### src/rtl/serial_adder.sv
// Bit-serial ripple adder: one full-add per clock, LSB first, WIDTH+2 cycles per operation.
// Optional overflow flag output enabled by defining SERIAL_ADDER_OVF_EN.
module serial_adder #(
  parameter int WIDTH = 8
) (
  input  logic             clk,
  input  logic             rst_n,
  input  logic             start,
  input  logic [WIDTH-1:0] a,
  input  logic [WIDTH-1:0] b,
  input  logic             cin,
  output logic             busy,
  output logic             done,
  output logic [WIDTH-1:0] sum,
  output logic             cout
`ifdef SERIAL_ADDER_OVF_EN
  ,
  output logic             ovf
`endif
);

  localparam int CW = (WIDTH > 2) ? $clog2(WIDTH) : 1;

  localparam logic [1:0] IDLE = 2'd0;
  localparam logic [1:0] RUN  = 2'd1;
  localparam logic [1:0] DONE = 2'd2;

  logic [1:0]       state;
  logic [WIDTH-1:0] sh_a;
  logic [WIDTH-1:0] sh_b;
  logic             carry;
  logic [CW-1:0]    cnt;

  logic             s_bit;
  logic             c_next;
  logic             last_bit;

  // NOTE: every always_comb output gets a value on every path, so no latch is inferred.
  always_comb begin
    s_bit    = sh_a[0] ^ sh_b[0] ^ carry;
    c_next   = (sh_a[0] & sh_b[0]) | (sh_a[0] & carry) | (sh_b[0] & carry);
    last_bit = (cnt == CW'(WIDTH - 1));
  end

  assign busy = (state == RUN);
  assign done = (state == DONE);

  // NOTE: state is updated with non-blocking assignments so all registers see pre-edge values.
  always_ff @(posedge clk or negedge rst_n) begin
    if (!rst_n) begin
      state <= IDLE;
      sh_a  <= '0;
      sh_b  <= '0;
      carry <= 1'b0;
      cnt   <= '0;
      sum   <= '0;
      cout  <= 1'b0;
`ifdef SERIAL_ADDER_OVF_EN
      ovf   <= 1'b0;
`endif
    end else begin
      case (state)
        IDLE: begin
          if (start) begin
            sh_a  <= a;
            sh_b  <= b;
            carry <= cin;
            cnt   <= '0;
            state <= RUN;
          end
        end
        RUN: begin
          sum   <= {s_bit, sum[WIDTH-1:1]};
          sh_a  <= sh_a >> 1;
          sh_b  <= sh_b >> 1;
          carry <= c_next;
          cnt   <= cnt + CW'(1);
          if (last_bit) begin
            state <= DONE;
            cout  <= c_next;
`ifdef SERIAL_ADDER_OVF_EN
            // carry holds the carry into the MSB while the MSB is being added
            ovf   <= carry ^ c_next;
`endif
          end
        end
        DONE:    state <= IDLE;
        default: state <= IDLE;
      endcase
    end
  end

endmodule

### config.mk
export PLATFORM = sky130hd
export DESIGN_NAME = serial_adder
export DESIGN_NICKNAME = d
export VERILOG_FILES = /design/src/rtl/serial_adder.sv
export SDC_FILE = /design/constraint.sdc
export NUM_CORES = 1
export LEC_CHECK = 0
export CAP_MARGIN = 20
export CORE_MARGIN = 10
export CORE_UTILIZATION = 53
export CTS_CLUSTER_DIAMETER = 60
export DETAILED_ROUTE_END_ITERATION = 12
export PLACE_DENSITY = 0.87
export SKIP_CTS_REPAIR_TIMING = 1
export SLEW_MARGIN = 25
export SYNTH_ARGS = -nofsm -noshare
export SYNTH_HDL_FRONTEND = slang
export SYNTH_SLANG_ARGS = --single-unit
### constraint.sdc
create_clock -name clk -period 4 [get_ports clk]
set_input_delay 1.2 -clock clk [delete_from_list [all_inputs] [get_ports clk]]
set_output_delay 1.2 -clock clk [all_outputs]
set_load 0.01 [all_outputs]
Yosys cells after proc, flatten, opt, wreduce, memory -nomap -nowiden
Index checks and enable logic that the tools add are counted.
{"block": "totals", "ff_bits": 31, "inputBits": 20, "out_inout_bits": 11, "word_cells": 36}
{"block": "op_classes", "n_addsub": 1, "eq_ne": 5, "mux": 11, "bitwise_logic": 7, "reduce_logical": 5}
{"operator": "case mux 8 bit (2 select lines)", "n": 2}
{"operator": "two-way mux 8 bit", "n": 2}
{"operator": "case mux 3 bit (2 select lines)", "n": 1}
{"operator": "AND reduction 2 bit", "n": 3}
{"operator": "two-way mux 2 bit", "n": 2}
{"operator": "case mux 2 bit (2 select lines)", "n": 1}
{"operator": "adder 3 x 1 -> 3 bit, second input constant", "n": 1}
{"operator": "bitwise AND 1 bit", "n": 3}
{"operator": "== test 3 bit, second input constant", "n": 1}
{"operator": "two-way mux 3 bit", "n": 1}
{"operator": "== test 2 x 1 -> 1 bit, second input constant", "n": 1}
{"operator": "== test 2 bit, second input constant", "n": 1}
{"operator": "logical NOT 2 bit", "n": 1}
{"operator": "!= test 2 x 1 -> 1 bit, second input constant", "n": 1}
{"operator": "!= test 2 bit, second input constant", "n": 1}
{"operator": "OR 1 bit", "n": 2}
{"operator": "case mux 1 bit (2 select lines)", "n": 1}
{"operator": "nonzero test 2 bit", "n": 1}
{"operator": "bitwise XOR 1 bit", "n": 2}
{"operator": "two-way mux 1 bit", "n": 1}

Depth between registers and ports, before layout
{"block": "logic_depth", "word_depth": 4, "mapped_depth": 6}

Worst setup path before layout
OpenSTA, ideal clock, no wires.
{"block": "synth_timing", "path_type": "flip-flop to output port", "startpoint": "register state[1]", "endpoint": "output port done", "arrival_time_ns": 0.945, "required_ns": 2.800, "slack_ns": 1.855, "stages_incl_launch_ff": 4, "path_buffers": 1, "path_cell_list": "dfrtp_1 clkinv_1 buf_2 nor2_1"}
{"block": "synth_between", "elab_chain_len": 1}
{"element": "start, declared", "line": "28", "source": "logic [1:0] state;"}
{"element": "start signal, assigned", "line": "51", "source": "state <= IDLE;"}
{"element": "start signal, assigned", "line": "69", "source": "state <= RUN;"}
{"element": "start signal, assigned", "line": "79", "source": "state <= DONE;"}
{"element": "== test 2 bit", "line": "46", "source": "assign done = (state == DONE);"}
{"element": "end, declared", "line": "13", "source": "output logic done,"}
No other way between the ends.

Final worst setup path
Ends and elaborated chain as after synthesis.

==> metrics.log <==
INFO  metric sw_share = ~39%
INFO  metric hold_violation_total_from_the_final_report = 0
INFO  metric synth.yosys.seq_area_share = between 50% and 60%
INFO  metric detail_route.wl_per_cell = 16.1 um
INFO  metric design.portCount = 31
INFO  metric setup_tns = 0 ns
INFO  metric clk_sink_count = 31
INFO  metric ratio_of_cells_with_drive_above_1_in_the_final_layout = ~7.3%
INFO  metric timing.critical_path.required = between 2 and 3 ns
INFO  metric pin_count_of_the_biggest_net_entering_global_routing = 33
INFO  metric vias = 1200
INFO  metric synth.net_count = roughly 170
INFO  metric yosys_warnings = 0
INFO  metric globalRouteTotalUtil = between 10% and 20%
INFO  metric timing.setup.critical_path_class = reg2out
INFO  metric layout_setup_ws = between 0.7 and 0.8 ns
INFO  metric hpwl = between 2000 and 2500 um
INFO  metric chipHeight = a little over 70 um
INFO  metric post-route-min-period = 3.24 ns
INFO  metric floorplan.initialDensity = between 50% and 60%
INFO  metric totalWireLength = ~3300 um
INFO  metric crit_fanout = 17
INFO  metric combPwrFrac = 42.0%
INFO  metric grt_pass1_vias = 1244
INFO  metric unrepaired_setup_endpoints_after_global_routing = false
INFO  metric worstSetupStartpointType = flop
INFO  metric max_freq = roughly 0.31 GHz
INFO  metric yosys_register_bits = 31
INFO  metric synthesis.area = between 1000 and 1500 um^2
INFO  metric cap_violations = 0
INFO  metric fraction_of_power_consumed_by_sequential_logic = approximately 44%
INFO  metric coreArea = approximately 2500 um^2
INFO  metric cellLeakagePower = about 0.75 nW
INFO  metric final_slew_viol_count = 0
INFO  metric status = complete, no violations
INFO  metric mean_syn_cell_area = between 9 and 10 um^2
INFO  metric max_slew.worst_pin.slew = roughly 0.5 ns
INFO  metric min_path_type = reg2reg
INFO  metric insertedDiodeCount = 0
INFO  metric cts-buffers-inserted = 5
INFO  metric antenna_found_initial = 0
INFO  metric timing.final.crit_share = 81.0%
INFO  metric finish.utilization = 69.8%
INFO  metric drt_first_iter_violations = 81
INFO  metric design.die.area = between 5000 and 6000 um^2
INFO  metric synth_cells = about 150
INFO  metric area_growth_syn_to_layout = 23.6%
INFO  metric port-buffer-count = 30
INFO  metric maxSlewHeadroom = between 60% and 70%
INFO  metric worst-endpoint-arrival = between 2 and 2.5 ns
INFO  metric cts.reportedPaths.clkPinSlew = approximately 0.09 ns
INFO  metric power.net_switching = between 500 and 600 uW
INFO  metric grt_pass1_wl = ~5600 um
INFO  metric setup.worst_path.end_class = output port
INFO  metric die_width = 71.9 um
INFO  metric finalClockSkew = 0.0139 ns
INFO  metric design.final.nets = 200
INFO  metric dpl.cell_count = 200
INFO  metric setup_viol = 0
INFO  metric clk-insertion-delay-late = ~0.34 ns
INFO  metric ys_types = 23
INFO  metric cts_tree = done
INFO  metric ant_nets = 0
INFO  metric average_vias_per_placed_instance = between 5 and 6
INFO  metric post-place-ws = roughly 1.2 ns
INFO  metric drt_pre_antenna_iters = 4
INFO  metric globalRoute.totalOverflow = 0
INFO  metric power_report.internal_total = about 790 uW
INFO  metric powerDensity = roughly 730 nW/um^2
INFO  metric power.clock.fraction = 13.6%
INFO  metric rows = 18
INFO  metric cts_max_path_buffers = 2
INFO  metric ir_worst_vdd = around 0.00055 V
INFO  metric remaining_drc_errors = 0
INFO  metric clock_tree.htree_level_count = 2
INFO  metric number_of_cells_in_the_finished_layout_apart_from_fillers = 208
INFO  metric clockRootBuffer = sky130_fd_sc_hd__clkbuf_4
INFO  metric last_weighted_congestion_value_of_the_routability_driven_placer = 0.832
[state kept, by name, indices dropped and copies added (netlist names)]
name and count:
sh_a 8, sh_b 8, sum 8, cnt 3
state 2, carry 1, cout 1
[cells in the final DEF (no fill, tap or decap), types with 3 or more instances in the layout]
cell type / n
sky130_fd_sc_hd__nand2_1: 27
sky130_fd_sc_hd__clkdlybuf4s50_1: 30
sky130_fd_sc_hd__clkbuf_4: 5
sky130_fd_sc_hd__o22ai_1: 15
sky130_fd_sc_hd__nor2_1: 9
sky130_fd_sc_hd__o21ai_0: 6
sky130_fd_sc_hd__buf_4: 3
sky130_fd_sc_hd__o32ai_1: 5
sky130_fd_sc_hd__dfrtp_1: 31
sky130_fd_sc_hd__nor3_1: 30
[critical path, cell delays in order (launching register included)]
cell and delay, ns:
sky130_fd_sc_hd__dfrtp_1 0.45, sky130_fd_sc_hd__clkinv_1 0.44, sky130_fd_sc_hd__nor2_1 0.25, sky130_fd_sc_hd__clkdlybuf4s50_1 0.57
[final cells by class]
class	instances	area, um^2
multi-input combinational	103	564
clock inverter	1	5.00
fill	225	761
inverter	3	11.3
tap	30	37.5
clock buffer	7	45.0
timing repair buffer	33	323
sequential	31	776
[Yosys cell counts]
cell	n	area share [%]
sky130_fd_sc_hd__a22o_1	2	1.2
sky130_fd_sc_hd__buf_2	2	0.70
sky130_fd_sc_hd__buf_4	2	1.1
sky130_fd_sc_hd__buf_6	3	2.4
sky130_fd_sc_hd__clkbuf_1	4	1.1
sky130_fd_sc_hd__clkinv_1	1	0.26
sky130_fd_sc_hd__dfrtp_1	31	54
sky130_fd_sc_hd__fa_1	1	1.4
sky130_fd_sc_hd__ha_1	2	1.8
sky130_fd_sc_hd__inv_1	1	0.26
sky130_fd_sc_hd__inv_2	1	0.26
sky130_fd_sc_hd__mux2_2	1	0.79
sky130_fd_sc_hd__mux2i_1	1	0.70
sky130_fd_sc_hd__nand2_1	27	7.1
sky130_fd_sc_hd__nand2b_1	1	0.44
sky130_fd_sc_hd__nand2b_2	1	0.61
sky130_fd_sc_hd__nor2_1	9	2.4
sky130_fd_sc_hd__nor2b_1	1	0.44
sky130_fd_sc_hd__nor3_1	30	11
sky130_fd_sc_hd__o21ai_0	6	2.1
sky130_fd_sc_hd__o22ai_1	15	6.6
sky130_fd_sc_hd__o32ai_1	5	3.1
sky130_fd_sc_hd__or2_2	1	0.44
[path summary, 6_finish.rpt]
kind	startpoint	slack [ns]	end	cells past startpoint
max in group asynchronous	rst_n	2.44	sum[6]	2
worst min register to register	sum[0]	0.49	sum[0]	2
worst min-delay path	sum[0]	0.49	sum[0]	2
worst max-delay path	state[1]	0.76	done	3
worst max register to register	state[0]	2.33	cout	5
min in group asynchronous	rst_n	1.26	cout	2
[power by group through the flow]
stage | clock network, mW | logic (mW) | registers [mW]
CTS | 0.178 | 0.550 | 0.570
global placement | 0 | 0.516 | 0.564
global route | 0.194 | 0.615 | 0.594
detailed placement | 0 | 0.546 | 0.576
finish | 0.175 | 0.543 | 0.573
floorplan | 0 | 0.360 | 0.572
[layer usage]
metal	routed length [um]	share of wire, %	up-vias	GRT usage (%)
li1	-	-	583	-
met1	1310	39	565	13.9
met5	0	0	-	0
met2	1690	50	44	22.9
met4	51	1.5	0	5.38
met3	298	8.9	8	6.61
[metrics by stage]
stage	cell area, um^2	power (mW)	hold slack, ns
2_1_floorplan	1430	0.932	0.458
3_3_place_gp	1710	1.08	0.461
3_5_place_dp	1710	1.12	0.461
4_1_cts	1760	1.30	0.484
5_1_grt	1760	1.40	0.525
6_report	1760	1.29	0.490
[cells by family after synthesis]
| logic type | count (synthesis) | synth area share (%) |
|---|---|---|
| compound gates | 28 | 13.0 |
| mux | 2 | 1.49 |
| fa+ha+maj | 3 | 3.16 |
| simple gates | 70 | 21.9 |
| flops | 31 | 54.4 |
| buf+inv | 14 | 5.97 |
Power figures use the tool's default switching activity.
